`config.mk`:
```
export PLATFORM = sky130hd
export DESIGN_NAME = uart_tx_fifo
export DESIGN_NICKNAME = d
export VERILOG_FILES = /design/src/rtl/uart_pkg.sv /design/src/rtl/uart_fifo.sv /design/src/rtl/uart_tx_fifo.sv
export SDC_FILE = /design/constraint.sdc
export NUM_CORES = 1
export LEC_CHECK = 0
export CAP_MARGIN = 20
export CORE_AREA = 2 2 178 180
export CTS_BUF_LIST = sky130_fd_sc_hd__clkbuf_8
export DETAILED_ROUTE_END_ITERATION = 10
export DIE_AREA = 0 0 180 182
export GPL_TIMING_DRIVEN = 0
export PLACE_DENSITY_LB_ADDON = 0.12
export SETUP_SLACK_MARGIN = 0.15
export SLEW_MARGIN = 20
export SYNTH_ARGS = -nofsm -noshare
export SYNTH_HDL_FRONTEND = slang
export SYNTH_HIERARCHICAL = 1
export SYNTH_SLANG_ARGS = --single-unit
export TNS_END_PERCENT = 30
```
`constraint.sdc`:
```
create_clock -name i_clk -period 4.4 [get_ports i_clk]
set_clock_uncertainty 0.1 [all_clocks]
set_input_delay 0.44 -clock i_clk [delete_from_list [all_inputs] [get_ports i_clk]]
set_output_delay 0.44 -clock i_clk [all_outputs]
set_load 0.03 [all_outputs]
```
`src/rtl/uart_pkg.sv`:
```
// Shared definitions for the UART transmitter.
//   PAR_NONE / PAR_ODD / PAR_EVEN : parity mode encodings
//   tx_state_e                    : transmitter FSM state encoding
//   params_ok()                   : parameter legality check used at elaboration
package uart_pkg;

    localparam int PAR_NONE = 0;
    localparam int PAR_ODD  = 1;
    localparam int PAR_EVEN = 2;

    typedef enum logic [2:0] {
        ST_IDLE,
        ST_START,
        ST_DATA,
        ST_PARITY,
        ST_STOP
    } tx_state_e;

    function automatic bit params_ok(input int data_w, input int stop_bits, input int parity);
        return (data_w >= 5) && (data_w <= 9) &&
               (stop_bits == 1 || stop_bits == 2) &&
               (parity >= PAR_NONE) && (parity <= PAR_EVEN);
    endfunction

endpackage

```
`src/rtl/uart_fifo.sv`:
```
// Single-clock FIFO feeding the UART transmitter.
// Ports:
//   i_clk, i_rst_n   : clock, asynchronous active-low reset
//   i_push, i_data   : write request and data
//   i_pop            : read request (ignored while empty)
//   o_head           : word at the head of the queue
//   o_full, o_empty  : registered occupancy flags
//   o_empty_nxt      : value o_empty takes at the next edge
//   o_ovf            : one-cycle pulse after a dropped write
//   o_level          : occupancy, 0 .. 2^AW
module uart_fifo
    import uart_pkg::*;
#(
    parameter int WIDTH = 8,
    parameter int AW    = 4
) (
    input  logic             i_clk,
    input  logic             i_rst_n,
    input  logic             i_push,
    input  logic [WIDTH-1:0] i_data,
    input  logic             i_pop,
    output logic [WIDTH-1:0] o_head,
    output logic             o_full,
    output logic             o_empty,
    output logic             o_empty_nxt,
    output logic             o_ovf,
    output logic [AW:0]      o_level
);

    localparam int DEPTH = 1 << AW;

    logic [WIDTH-1:0] mem_q [DEPTH];
    logic [AW-1:0]    wptr_q, wptr_d;
    logic [AW-1:0]    rptr_q, rptr_d;
    logic [AW:0]      cnt_q, cnt_d;
    logic             full_q, full_d;
    logic             empty_q, empty_d;
    logic             ovf_q, ovf_d;
    logic             do_push, do_pop;

    always_comb begin
        do_pop  = i_pop & ~empty_q;
        // A pop in the same cycle frees a slot, so a write to a full FIFO is still taken.
        do_push = i_push & (~full_q | do_pop);
        ovf_d   = i_push & full_q & ~do_pop;

        wptr_d = wptr_q;
        rptr_d = rptr_q;
        cnt_d  = cnt_q;
        if (do_push) wptr_d = wptr_q + AW'(1);
        if (do_pop)  rptr_d = rptr_q + AW'(1);
        if (do_push && !do_pop)      cnt_d = cnt_q + (AW+1)'(1);
        else if (do_pop && !do_push) cnt_d = cnt_q - (AW+1)'(1);

        full_d  = (cnt_d == (AW+1)'(DEPTH));
        empty_d = (cnt_d == '0);
    end

    always_ff @(posedge i_clk or negedge i_rst_n) begin
        if (!i_rst_n) begin
            wptr_q  <= '0;
            rptr_q  <= '0;
            cnt_q   <= '0;
            full_q  <= 1'b0;
            empty_q <= 1'b1;
            ovf_q   <= 1'b0;
        end else begin
            wptr_q  <= wptr_d;
            rptr_q  <= rptr_d;
            cnt_q   <= cnt_d;
            full_q  <= full_d;
            empty_q <= empty_d;
            ovf_q   <= ovf_d;
        end
    end

    always_ff @(posedge i_clk) begin
        if (do_push) mem_q[wptr_q] <= i_data;
    end

    assign o_head      = mem_q[rptr_q];
    assign o_full      = full_q;
    assign o_empty     = empty_q;
    assign o_empty_nxt = empty_d;
    assign o_ovf       = ovf_q;
    assign o_level     = cnt_q;

endmodule

```
`src/rtl/uart_tx_fifo.sv`:
```
// UART transmitter with write FIFO, runtime baud divisor, configurable
// data width, parity and stop bits. Frames go out back-to-back while the
// FIFO holds data.
// Ports:
//   i_clk, i_rst_n : clock, asynchronous active-low reset
//   i_div          : bit period minus one, latched at each frame start
//   i_data, i_wr   : character and write strobe
//   o_full, o_ovf  : FIFO full, dropped-write pulse
//   o_level        : FIFO occupancy
//   o_busy         : frame in progress
//   o_txempty      : FIFO empty and line idle
//   o_uart_tx      : serial output, idle high
module uart_tx_fifo
    import uart_pkg::*;
#(
    parameter int DIV_WID   = 16,
    parameter int DATA_W    = 8,
    parameter int PARITY    = 0,
    parameter int STOP_BITS = 1,
    parameter int FIFO_AW   = 4
) (
    input  logic               i_clk,
    input  logic               i_rst_n,
    input  logic [DIV_WID-1:0] i_div,
    input  logic [DATA_W-1:0]  i_data,
    input  logic               i_wr,
    output logic               o_full,
    output logic               o_ovf,
    output logic [FIFO_AW:0]   o_level,
    output logic               o_busy,
    output logic               o_txempty,
    output logic               o_uart_tx
);

    if (!params_ok(DATA_W, STOP_BITS, PARITY)) begin : g_bad_params
        $error("uart_tx_fifo: DATA_W must be 5..9, STOP_BITS 1 or 2, PARITY 0..2");
    end

    localparam int MAXB = (DATA_W > STOP_BITS) ? DATA_W : STOP_BITS;
    localparam int BCW  = (MAXB > 1) ? $clog2(MAXB) : 1;

    function automatic logic calc_parity(input logic [DATA_W-1:0] w);
        return (PARITY == PAR_ODD) ? ~^w : ^w;
    endfunction

    tx_state_e          state_q, state_d;
    logic [DIV_WID-1:0] div_cnt_q, div_cnt_d;
    logic [DIV_WID-1:0] div_lat_q, div_lat_d;
    logic [BCW-1:0]     bit_cnt_q, bit_cnt_d;
    logic [DATA_W-1:0]  shreg_q, shreg_d;
    logic               par_q, par_d;
    logic               tx_q, tx_d;
    logic               busy_q, busy_d;
    logic               txempty_q;

    logic [DATA_W-1:0]  fifo_head;
    logic               fifo_empty, fifo_empty_nxt;
    logic               pop, start_frame, bit_end;

    uart_fifo #(
        .WIDTH (DATA_W),
        .AW    (FIFO_AW)
    ) u_fifo (
        .i_clk       (i_clk),
        .i_rst_n     (i_rst_n),
        .i_push      (i_wr),
        .i_data      (i_data),
        .i_pop       (pop),
        .o_head      (fifo_head),
        .o_full      (o_full),
        .o_empty     (fifo_empty),
        .o_empty_nxt (fifo_empty_nxt),
        .o_ovf       (o_ovf),
        .o_level     (o_level)
    );

    always_comb begin
        state_d     = state_q;
        div_cnt_d   = div_cnt_q;
        div_lat_d   = div_lat_q;
        bit_cnt_d   = bit_cnt_q;
        shreg_d     = shreg_q;
        par_d       = par_q;
        tx_d        = tx_q;
        busy_d      = busy_q;
        pop         = 1'b0;
        start_frame = 1'b0;
        bit_end     = (div_cnt_q == '0);

        // Within a frame the divisor counter either counts down or reloads
        // for the next bit; the state cases below override the reload.
        if (state_q != ST_IDLE && !bit_end) div_cnt_d = div_cnt_q - DIV_WID'(1);
        else if (state_q != ST_IDLE)        div_cnt_d = div_lat_q;

        case (state_q)
            ST_IDLE: begin
                tx_d   = 1'b1;
                busy_d = 1'b0;
                if (!fifo_empty) start_frame = 1'b1;
            end
            ST_START: begin
                if (bit_end) begin
                    state_d   = ST_DATA;
                    tx_d      = shreg_q[0];
                    shreg_d   = shreg_q >> 1;
                    bit_cnt_d = BCW'(DATA_W - 1);
                end
            end
            ST_DATA: begin
                if (bit_end) begin
                    if (bit_cnt_q != '0) begin
                        tx_d      = shreg_q[0];
                        shreg_d   = shreg_q >> 1;
                        bit_cnt_d = bit_cnt_q - BCW'(1);
                    end else if (PARITY != PAR_NONE) begin
                        state_d = ST_PARITY;
                        tx_d    = par_q;
                    end else begin
                        state_d   = ST_STOP;
                        tx_d      = 1'b1;
                        bit_cnt_d = BCW'(STOP_BITS - 1);
                    end
                end
            end
            ST_PARITY: begin
                if (bit_end) begin
                    state_d   = ST_STOP;
                    tx_d      = 1'b1;
                    bit_cnt_d = BCW'(STOP_BITS - 1);
                end
            end
            ST_STOP: begin
                if (bit_end) begin
                    if (bit_cnt_q != '0) begin
                        bit_cnt_d = bit_cnt_q - BCW'(1);
                    end else if (!fifo_empty) begin
                        start_frame = 1'b1;
                    end else begin
                        state_d = ST_IDLE;
                        busy_d  = 1'b0;
                    end
                end
            end
            default: begin
                state_d = ST_IDLE;
                tx_d    = 1'b1;
                busy_d  = 1'b0;
            end
        endcase

        // Frame start: pop the head, compute its parity once, and latch the
        // divisor so mid-frame i_div changes only affect later frames.
        if (start_frame) begin
            pop       = 1'b1;
            state_d   = ST_START;
            div_lat_d = i_div;
            div_cnt_d = i_div;
            shreg_d   = fifo_head;
            par_d     = calc_parity(fifo_head);
            tx_d      = 1'b0;
            busy_d    = 1'b1;
        end
    end

    always_ff @(posedge i_clk or negedge i_rst_n) begin
        if (!i_rst_n) begin
            state_q   <= ST_IDLE;
            div_cnt_q <= '0;
            div_lat_q <= '0;
            bit_cnt_q <= '0;
            shreg_q   <= '0;
            par_q     <= 1'b0;
            tx_q      <= 1'b1;
            busy_q    <= 1'b0;
            txempty_q <= 1'b1;
        end else begin
            state_q   <= state_d;
            div_cnt_q <= div_cnt_d;
            div_lat_q <= div_lat_d;
            bit_cnt_q <= bit_cnt_d;
            shreg_q   <= shreg_d;
            par_q     <= par_d;
            tx_q      <= tx_d;
            busy_q    <= busy_d;
            // Registered from next-state values so it lines up with o_busy/o_level.
            txempty_q <= ~busy_d & fifo_empty_nxt;
        end
    end

    assign o_uart_tx = tx_q;
    assign o_busy    = busy_q;
    assign o_txempty = txempty_q;

endmodule

```
==> key figures <==
Outcome
  • Run status: finished clean

Layout
  • Area Overhead vs Synth: 15.2%
  • Multi-input gate area: roughly 3100 um^2
  • Final core utilization: 0.327
  • Final Cell Area: 10100 um^2
  • Fillers: 3029
  • ANT cells: 0
  • Fin cells: 1045
  • Seq. cell area: between 5000 and 6000 um^2
  • Final net count: ~670
  • Layout cell share with drive strength beyond 1: 0.163

Synth
  • Synthesis Warnings: 6
  • Synthesized area per cell: between 15 and 20 um^2
  • Yosys cell types: 65
  • Synth Instances: 572
  • Post-synthesis cell area: 8790 um^2
  • Ys flop type: edfxtp_1
  • Syn Nets: 610
  • Seq cells post-synth: 193
  • FFs w/ async S/R, synth: 0.337
  • Post-synth EDFFs: 128
  • Sequential fraction of the synthesis area: 0.622

Setup path
  • CP dominant cell by count: buf_2
  • RR Startpoint: div_cnt_q[1]
  • Slowest cell delay on critical path: 0.50 ns
  • Critical path peak fanout: 13
  • CP arrival: 4.02 ns
  • End of the worst register-to-register path: u_fifo/mem_q[5][7]
  • Worst path cell trace: inv_1 -> ha_1 -> nor4b_4 -> nand4_4 -> a21oi_4 -> buf_2 -> nand2b_1 -> buf_2 -> a21boi_4 -> nand2_1 -> nor2_1 -> and2_1
  • Reg2Reg Depth: 12
  • Startpoint class of the critical path: register
  • Critical Path Slowest Stage Cell: and2_1
  • Crit path kind: reg2reg
  • WP data required: 4.40 ns
  • Flop2flop setup slack: 0.38 ns
  • Setup crit end kind: register

Floorplanning
  • Top Ports: 37
  • Std-Cell Rows: 65
  • Die X: 180 um
  • Die height: 182 um
  • Core ar.: 31000 um^2
  • Initial Utilization: 0.284
  • Die area: 32800 um^2

Clocking
  • Clk_lat worst skew: 0.48 ns
  • Root Buffer: clkbuf_8
  • Num Clock Sinks: 193
  • CTS tree: built
  • Postcts setup bufs: 0
  • Clk slew on worst S/H paths: 0.12 ns
  • Clock Path Buffers: 2
  • H-tree levels: 4
  • CTS buffer count: 17

Placement
  • RePlAce Congestion: roughly 0.8
  • Detail Placement HPWL: 14.0 mm
  • DP Cell Count: roughly 1000
  • Port Buffers: 35
  • Placed cell areas: 9700 um^2

STA
  • Slew headroom: 0.458
  • FMAX: approximately 0.25 GHz
  • Hold Slack: roughly 0.26 ns
  • Final Slew Violations: 0
  • RSZ-0062 raised after global routing: true
  • Final setup viols: 0
  • Final Hold Viols: 0
  • Tmin final: between 4 and 5 ns
  • Fin crit share: 0.913
  • Slew @ Worst Pin: around 0.81 ns

Power and ir drop
  • Pwr Total: 0.00561 W
  • Combinational power share: 0.333
  • Switching power: 0.00194 W
  • Switch share: 0.346
  • Power Internal: 0.00367 W
  • Clock Power Share: 0.207
  • Worst VDD drop: 0.000242 V
  • Leak pwr: between 3 and 4 nW
  • PwrDens: 553 nW/um^2
  • Seq pwr share: 0.460

Routing
  • Initial DRC count: about 410
  • WL final: 20.3 mm
  • Vias: 5103
  • DRC Markers: 0
  • DRT antenna net count: 0
  • DRT Pass-1 Iters: 4
  • Via density: 4.88
  • Routed WL per cell: roughly 19 um

GRT
  • Initial antenna violation count: 0
  • First-pass GRT wire length: about 32 mm
  • Met1 Use GR: 0.177
  • Largest net degree at the start of global routing: 52
  • Vias in the first global route: ~5200
  • GRT Overall Usage: 0.128
  • GRT busiest layer: met2
  • Met2 Use GR: 0.209
  • Grt total ovfl: 0
  • Met3 usage: 0.0249

Worst hold path
  • Hold crit path type: in2async

Job
  • Maxcap violations: 0
==> kinds of logic after synthesis <==
| family | after synthesis | synth area share |
|---|---|---|
| buffers and inverters | 49 | 0.0273 |
| flip-flops | 193 | 0.622 |
| adder cells (fa/ha/maj) | 11 | 0.0156 |
| AO/OA/AOI/OAI | 91 | 0.0660 |
| XOR/XNOR | 12 | 0.0120 |
| multiplexers | 84 | 0.169 |
| AND/OR/NAND/NOR | 132 | 0.0879 |
==> synth_stat cells (10+ instances only) <==
master	count	area share
dfrtp_1	62	0.18
mux4_2	10	0.026
mux2i_1	20	0.023
clkbuf_1	17	0.0073
ha_1	11	0.016
edfxtp_1	128	0.44
mux2_2	24	0.031
o21ai_0	27	0.015
mux4_1	30	0.090
nand3_1	10	0.0057
and3_1	12	0.0085
inv_1	16	0.0068
nand2_1	34	0.015
nor3_1	11	0.0063
nor2_1	21	0.0090
a21oi_1	18	0.010
==> cell usage in the layout (no fill, tap or decap), types with 6 or more instances in the layout <==
cell and instances:
mux2_2 24, and3_2 7, dfrtp_1 62, nand3_1 10, nor3_1 10, clkdlybuf4s50_1 34
inv_1 17, o21ai_0 27, nor2_1 21, nand2_1 34, ha_1 11, xnor2_1 9
mux4_1 30, nor2b_1 7, mux2i_1 20, clkbuf_1 16, mux4_2 10, a21oi_1 18
buf_2 6, edfxtp_1 128, o21ai_1 7, clkbuf_8 17
==> worst max-delay path by stage <==
stage	from	endpoint	slack, ns	cells after the start
after floorplan	div_cnt_q[0]	u_fifo/mem_q[7][0]	0.88	11
after global placement	div_cnt_q[0]	u_fifo/mem_q[3][0]	-0.77	11
after detailed placement	div_cnt_q[0]	u_fifo/mem_q[11][0]	-0.18	11
after CTS	div_cnt_q[1]	u_fifo/mem_q[1][2]	0.1	11
after global routing	div_cnt_q[0]	u_fifo/mem_q[5][7]	0.11	12
final	div_cnt_q[1]	u_fifo/mem_q[5][7]	0.38	12
==> power by group through the flow <==
stage / clock network, W / logic [W] / registers, W
2_1_floorplan: 0 / 0.00125 / 0.00263
3_3_place_gp: 0 / 0.00185 / 0.00261
3_5_place_dp: 0 / 0.00188 / 0.00262
4_1_cts: 0.00121 / 0.00189 / 0.00258
5_1_grt: 0.00128 / 0.00204 / 0.00263
6_report: 0.00116 / 0.00187 / 0.00258
==> critical path, delay by kind of cell, from the launching register on <==
kind	cells	cell delay [ns]
adders and majority gates	1	0.25
AOI/OAI and AO/OA	2	0.75
buffers and inverters	3	0.60
and+or+nand+nor	6	1.48
DFF	1	0.43
==> final cells by class <==
type / count / share of cell area
sequential: 193 / 0.540
multi-input combinational: 330 / 0.308
tap: 402 / 0.0497
timing repair buffer: 39 / 0.0395
inverter: 16 / 0.00593
buffer: 33 / 0.0179
clock inverter: 15 / 0.0156
clock buffer: 17 / 0.0231
==> timing repair <==
item,in CTS,in global routing
hold buffers,1,0
endpoints found under the hold margin,14,0
gates resized for setup,6,7
setup endpoints to repair,97,90
==> registers in the layout, summed over array words and instances (netlist names), 3 cells and up <==
signal / flops
u_fifo/o_level: 5
u_fifo/mem_q: 128
state_q: 3
u_fifo/rptr_q: 4
shreg_q: 8
u_fifo/wptr_q: 4
bit_cnt_q: 3
div_cnt_q: 16
div_lat_q: 16
==> stage by stage <==
step,TNS [ns],worst slack (ns)
after global routing,0,0.112
after detailed placement,-8.75,-0.183
after CTS,0,0.0991
after global placement,-18.25,-0.767
after floorplan,0,0.878
final,0,0.383
==> metal layers <==
layer  vias to the layer above  wire [um]
met1                      2654       9760
li1                       2361          -
met4                         0        155
met5                         -          0
met2                        81       9840
met3                         7        587
Power figures use the tool's default switching activity.
